<file path="config.mk">
export PLATFORM = sky130hd
export DESIGN_NAME = pipe_ctrl
export DESIGN_NICKNAME = d
export VERILOG_FILES = /design/src/rtl/pipe_ctrl.sv
export SDC_FILE = /design/constraint.sdc
export NUM_CORES = 1
export LEC_CHECK = 0
export BUFFER_PORTS_ARGS = -buffer_cell sky130_fd_sc_hd__buf_2
export CORE_UTILIZATION = 36
export DETAILED_ROUTE_END_ITERATION = 8
export PLACE_DENSITY = 0.84
export SLEW_MARGIN = 10
export SYNTH_ARGS = -nofsm -noshare
export SYNTH_HDL_FRONTEND = slang
export SYNTH_SLANG_ARGS = --single-unit
</file>
<file path="constraint.sdc">
create_clock -name clk -period 4.9 [get_ports clk]
set_input_delay 0.98 -clock clk [delete_from_list [all_inputs] [get_ports clk]]
set_output_delay 0.98 -clock clk [all_outputs]
set_load 0.1 [all_outputs]
</file>
<file path="src/rtl/pipe_ctrl.sv">
// -----------------------------------------------------------------------------
// pipe_ctrl
//   Pipeline control for the five-stage MIPS core. Arbitrates stall and flush
//   requests from ID, EX and the exception path, drives the per-stage stall
//   vector (bit0 pc, bit1 if, bit2 id, bit3 ex, bit4 mem, bit5 wb) and
//   sequences multi-cycle EX operations (DIV/DIVU).
//
//   Optional feature: define PIPE_CTRL_STALL_CNT_EN to build a 32-bit
//   stall-cycle counter on stall_cycles_o. Without it the port is tied to 0
//   and no counter flops exist.
// -----------------------------------------------------------------------------
module pipe_ctrl #(
  parameter int unsigned MC_CYCLES  = 32,            // legal range 2..63
  parameter logic [31:0] EXC_VECTOR = 32'h0000_0020,
  parameter logic [31:0] ERET_TYPE  = 32'h0000_000e
) (
  input  logic        clk,
  input  logic        rst,
  input  logic        id_stallreq_i,
  input  logic        ex_mc_start_i,
  input  logic        excp_i,
  input  logic [31:0] excp_type_i,
  input  logic [31:0] epc_i,
  output logic [5:0]  stall_o,
  output logic        flush_o,
  output logic [31:0] new_pc_o,
  output logic        mc_ready_o,
  output logic        mc_busy_o,
  output logic [31:0] stall_cycles_o
);

  typedef enum logic [1:0] {
    ST_IDLE = 2'd0,
    ST_BUSY = 2'd1,
    ST_DONE = 2'd2
  } state_t;

  // The start cycle counts as the first stalled cycle and BUSY runs while the
  // counter goes from this value down to 0, giving MC_CYCLES stalled cycles.
  localparam logic [5:0] CNT_LOAD = 6'(MC_CYCLES - 2);

  localparam logic [5:0] STALL_NONE = 6'b000000;
  localparam logic [5:0] STALL_MC   = 6'b001111;  // hold pc, if, id, ex
  localparam logic [5:0] STALL_ID   = 6'b000111;  // hold pc, if, id

  state_t     state_q, state_d;
  logic [5:0] cnt_q, cnt_d;

  // State register for the multi-cycle sequencer.
  // NOTE: sequential state uses non-blocking assignments so every flop samples
  // the pre-edge values of its neighbours, independent of block ordering.
  always_ff @(posedge clk) begin
    if (rst) begin
      state_q <= ST_IDLE;
      cnt_q   <= 6'd0;
    end else begin
      state_q <= state_d;
      cnt_q   <= cnt_d;
    end
  end

  // Next-state logic: exceptions abandon any in-flight op; DONE always
  // returns to IDLE because ex_mc_start_i still reflects the completing op.
  always_comb begin
    // NOTE: defaults first so no path leaves a variable unassigned, which
    // would otherwise infer a latch.
    state_d = state_q;
    cnt_d   = cnt_q;
    if (excp_i) begin
      state_d = ST_IDLE;
      cnt_d   = 6'd0;
    end else begin
      unique case (state_q)
        ST_IDLE: begin
          if (ex_mc_start_i) begin
            state_d = ST_BUSY;
            cnt_d   = CNT_LOAD;
          end
        end
        ST_BUSY: begin
          if (cnt_q == 6'd0) begin
            state_d = ST_DONE;
          end else begin
            cnt_d = cnt_q - 6'd1;
          end
        end
        ST_DONE: begin
          state_d = ST_IDLE;
        end
        default: begin
          state_d = ST_IDLE;
          cnt_d   = 6'd0;
        end
      endcase
    end
  end

  // Output logic: flush beats the sequencer stall, which beats the ID
  // load-use stall. Held quiet while rst is asserted.
  always_comb begin
    stall_o    = STALL_NONE;
    flush_o    = 1'b0;
    new_pc_o   = 32'h0;
    mc_ready_o = 1'b0;
    if (!rst) begin
      if (excp_i) begin
        flush_o  = 1'b1;
        new_pc_o = (excp_type_i == ERET_TYPE) ? epc_i : EXC_VECTOR;
      end else if ((state_q == ST_IDLE && ex_mc_start_i) || state_q == ST_BUSY) begin
        stall_o = STALL_MC;
      end else if (state_q == ST_DONE) begin
        // Release everything so the EX result moves into ex_mem this cycle;
        // a pending ID request is picked up again on the following cycle.
        mc_ready_o = 1'b1;
      end else if (id_stallreq_i) begin
        stall_o = STALL_ID;
      end
    end
  end

  assign mc_busy_o = (state_q == ST_BUSY) || (state_q == ST_DONE);

`ifdef PIPE_CTRL_STALL_CNT_EN
  logic [31:0] stall_cnt_q, stall_cnt_d;

  // Count cycles in which some stage is held and nothing is being flushed.
  always_comb begin
    stall_cnt_d = stall_cnt_q;
    if (stall_o != STALL_NONE && !flush_o) begin
      stall_cnt_d = stall_cnt_q + 32'd1;
    end
  end

  // Stall-cycle counter register, wraps naturally at 2^32.
  always_ff @(posedge clk) begin
    if (rst) begin
      stall_cnt_q <= 32'h0;
    end else begin
      stall_cnt_q <= stall_cnt_d;
    end
  end

  assign stall_cycles_o = stall_cnt_q;
`else
  assign stall_cycles_o = 32'h0;
`endif

endmodule

</file>
# After elaboration in Yosys (flattened, before gate mapping)
# Index checks and enable logic that the tools add are counted.
# op_classes
n_addsub	1
eq_ne	6
n_reduce_logical	8
n_mux	20
n_bitwise	1
# op_table
operator	n
$mux W32	3
$eq A32 B4 Y1 const B	1
$pmux W6 S3	1
$mux W4	3
$mux W6	2
$logic_not A6 Y1	1
$mux W1	6
$mux W3	2
$ne A2 B2 Y1 const B	3
$sub A6 B1 Y6 const B	1
$mux W2	2
$pmux W2 S2	1
$reduce_and A3 Y1	1
$eq A2 B1 Y1 const B	1
$eq A2 B2 Y1 const B	1
$logic_not A2 Y1	1
$logic_or A1 B1 Y1	2
$reduce_and A2 Y1	1
$reduce_or A2 Y1	1
$logic_and A1 B1 Y1	1
$not A1 Y1	1
# totals
out_inout_bits	73
register_bits	8

# Longest topological paths before layout
# logic_depth
depth_word	6
ltp_mapped	7
depth_no_buf	6

# Least setup slack after synthesis
# OpenSTA, ideal clock, no wires.
# synth_path
kind	input -> output
from	input port rst
to	output port stall_o[1]
required_ns	3.920
path_slack_ns	0.421
path_stages	4
arrival_ns	3.499
path_cell_list	or2_2 > clkbuf_1 > a21oi_1 > buf_4
# synth_via
elab_chain_len	1
# synth_rtl
element	line_no	rtl
from (decl)	18	input logic rst,
$mux W4	105	if (!rst) begin
to (decl)	24	output logic [5:0] stall_o,
# Every way passes these cells.

# Worst setup path after layout
# layout_path
from	input port excp_type_i[17]
to	output port new_pc_o[23]
# layout_via
elab_chain_len	4
# layout_rtl
element	line_no	rtl
from (decl)	22	input logic [31:0] excp_type_i,
$eq A32 B4 Y1	108	new_pc_o = (excp_type_i == ERET_TYPE) ? epc_i : EXC_VECTOR;
$mux W32	108	
$mux W32	106	if (excp_i) begin
$mux W32	105	
to (decl)	26	output logic [31:0] new_pc_o,
# Every way passes these cells.

==> results.txt <==
----------------------------------------------------
[Floorplanning]
  Total core area ... 3100 µm²
  DIE WIDTH ... 59.5 µm
  Num rows ... 20
  Die area ... between 3000 and 4000 µm²
  DIE HEIGHT ... 59.5 µm
  Num ports ... 142
  Initial core utilization ... 38.3%

[Timing]
  Total of endpoints with negative setup slack in the final report ... 0
  FMAX ... between 200 and 300 MHz
  Clock skew ... 0.0104 ns
  Tmin final ... 3.80 ns
  Final cycle utilization of the critical path ... 77.6%
  Minimum hold slack ... 0.521 ns
  Number of hold violations in the final report ... 0
  Setup repair after global routing missed its margin ... no
  Fin. max-slew vios ... 0
  Post-Route Setup TNS ... 0 ns

[Drt]
  Drt first pass iters ... 4
  Initial DRC Count ... 56
  Via count ... 1360
  Post-detailed-route DRC marker count ... 0
  Drt wl/cell ... 13.2 µm
  Number of antenna-violating nets in the routed design ... 0
  Final wirelength ... 4.01 mm
  Vias per cell ... 4.46

[Clock tree]
  Sinks on Clock Net ... 8
  Clk buf depth ... 2
  Count of buffers added by post-CTS timing repair for setup ... 0
  Later-pin clock latency in the skew report ... 0.27 ns
  Clock slew at reported path FFs ... 0.06 ns
  H-tree levels ... 1
  Clock tree from TritonCTS ... done
  Clock tree root buffer cell ... sky130_fd_sc_hd__clkbuf_4
  Hold bufs inserted after CTS ... 0
  Post-cts resize count ... 0
  Num CTS Buffers ... 3

[Critical path]
  Maximum fanout count along the critical path ... 26
  Startpoint type of the worst setup path ... primary input
  Library cell contributing the largest single delay on the critical path ... sky130_fd_sc_hd__buf_2
  Max stage delay on crit path ... 0.42 ns
  Worst Path Class, Setup ... primary input to output pin
  Critical path endpoint category ... output pin
  Cell type with the highest occurrence count on the critical path ... sky130_fd_sc_hd__buf_2
  Worst Path Required ... 3.92 ns
  WP data arrival ... 2.82 ns
  Critical-path cell list ... buf_2 -> nor4_1 -> nand4_1 -> nor3_2 -> buf_4 -> and2_2 -> buf_2

[Synth]
  Library cells used by synthesis ... 33
  Synth top area share ... 22.7%
  Fraction of the yosys area taken by sequential cells ... 13.5%
  Share of synthesized area spent on multiplexers ... 0%
  Ranking of synthesized cells by area ... sky130_fd_sc_hd__buf_4 23%, sky130_fd_sc_hd__dfxtp_1 13%, sky130_fd_sc_hd__and2_2 13%
  Area leader, netlist ... sky130_fd_sc_hd__buf_4
  Complex-gate fraction of the synthesized area ... 13.0%
  Dominant combinational cell family by area after synthesis ... simple AND/OR/NAND/NOR gates
  Post-synth EDFFs ... 0
  Fraction of synthesis flops using an asynchronous set or reset pin ... 0%
  Adder and majority cell fraction of the synthesized area ... approximately 7.4%
  Number of warnings reported in the yosys synthesis log ... 0
  Synth Register Bits ... 8
  Simple logic cell fraction of the synthesized area ... 39.3%
  Cell count after synthesis ... between 150 and 200
  Synth Area per Inst ... 7.53 µm²
  Xor-xnor portion of the synthesized cell area ... 0%
  Syn Std Cell Area ... 1190 µm²
  Top flip-flop cell by instance count after synthesis ... sky130_fd_sc_hd__dfxtp_1

[Finish]
  Most common library cell in the layout ignoring fill and taps ... sky130_fd_sc_hd__buf_2
  Commonest cells after routing, fill and taps aside ... 107 x sky130_fd_sc_hd__buf_2, 34 x sky130_fd_sc_hd__conb_1, 20 x sky130_fd_sc_hd__and2_2
  N_diodes ... 0
  Number of fillers in the final layout ... between 300 and 400
  Synthesis-to-layout area growth ... 38.0%
  Number of nets in the layout ... 339
  Share of cells above drive strength 1 ... 51.7%
  Storage cell area ... 160 µm²
  Footprint of the multi-input gates ... 838 µm²

[Placed design]
  Dpl hpwl ... 3.35 mm
  Weighted congestion reported at the end of routability-driven placement ... 0.848
  Input/output buffers ... 107

[Worst hold path]
  Worst hold path type ... flop to flop

[Global routing]
  Maximum number of pins on one net before global-route repair ... 27
  Residual overflow from global routing ... 0
  Global-route total usage across every layer ... 21.5%
  Initial antenna violation count ... 0
  Global-route wire length before repair ... ~5.6 mm
  Number of global-route vias before repair ... between 1000 and 1500

[Run status]
  Outcome ... finished clean

[Power]
  Static leakage power ... 0.000962 µW
  Cell area power density ... 212 nW/µm²
  Largest vdd supply drop ... 0.161 mV

[Job]
  Max-cap check violation count ... 0

----------------------------------------------------
worst paths after layout:
path / end / slack, ns / cells past startpoint / startpoint
min: cnt_q[5] / 0.52 / 2 / cnt_q[5]
max reg2reg: cnt_q[3] / 3.02 / 6 / state_q[1]
min reg2reg: cnt_q[5] / 0.52 / 2 / cnt_q[5]
max: new_pc_o[23] / 1.10 / 7 / excp_type_i[17]
worst max-delay path: cells and delay by family:
kind	cells	cell delay [ns]
simple gates	4	1.05
buf+inv	3	0.79
routing by layer:
metal / track usage, % / up-vias / wire, µm
li1: - / 669 / -
met1: 26.8 / 619 / 1680
met2: 35.3 / 67 / 1840
met3: 8.08 / 5 / 471
met4: 4.32 / 0 / 21
met5: 0 / - / 0
cells by family (layout without fill, tap and decap cells):
logic type	after synthesis	in the layout
buffers and inverters	47	117
DFF	8	8
adders and majority gates	7	7
AOI/OAI and AO/OA	25	25
and+or+nand+nor	70	70
other	1	34
cell type report:
type                            count  share of cell area, %
Clock buffer                        3                   1.37
Tap cell                           44                   3.35
Multi-Input combinational cell    136                   51.1
Timing Repair Buffer              108                   33.1
Sequential cell                     8                   9.76
Inverter                            6                   1.37
flip-flops by register name (all words and copies together), names as in the netlist:
register	flops
cnt_q	6
state_q	2
cells in the mapped netlist, types with 2 or more instances:
master                      n
sky130_fd_sc_hd__buf_4     36
sky130_fd_sc_hd__and2_2    20
sky130_fd_sc_hd__and2_1    12
sky130_fd_sc_hd__a21oi_1    9
sky130_fd_sc_hd__dfxtp_1    8
sky130_fd_sc_hd__ha_1       7
sky130_fd_sc_hd__nor2_1     7
sky130_fd_sc_hd__o21ai_0    7
sky130_fd_sc_hd__inv_1      6
sky130_fd_sc_hd__nand2b_1   6
sky130_fd_sc_hd__nor4_1     6
sky130_fd_sc_hd__clkbuf_2   3
sky130_fd_sc_hd__nor2b_1    3
sky130_fd_sc_hd__or3_1      3
sky130_fd_sc_hd__a211oi_1   2
sky130_fd_sc_hd__clkbuf_1   2
sky130_fd_sc_hd__nand2_1    2
sky130_fd_sc_hd__nand4_1    2
sky130_fd_sc_hd__nor3_1     2
sky130_fd_sc_hd__o31a_1     2
stage by stage:
stage / utilization, % / worst slack, ns / power [µW] / area [µm²] / std cells
final: 52.9 / 1.10 / 348 / 1640 / 305
after global routing: 52.9 / 0.889 / 362 / 1640 / 305
after CTS: 52.9 / 1.05 / 347 / 1640 / 305
after detailed placement: 52.2 / 1.06 / 293 / 1620 / 302
after global placement: 52.2 / 1.10 / 293 / 1620 / 302
after floorplan: - / 0.421 / 278 / 1310 / 191
where the power goes:
group          total, µW  leakage (µW)  switching [µW]  internal [µW]
registers           73.8     0.0000653            4.70           69.1
clock network       53.1     0.0000138            24.9           28.2
logic                221      0.000883             181           40.5
total                348      0.000962             210            138
Power figures use the tool's default switching activity.
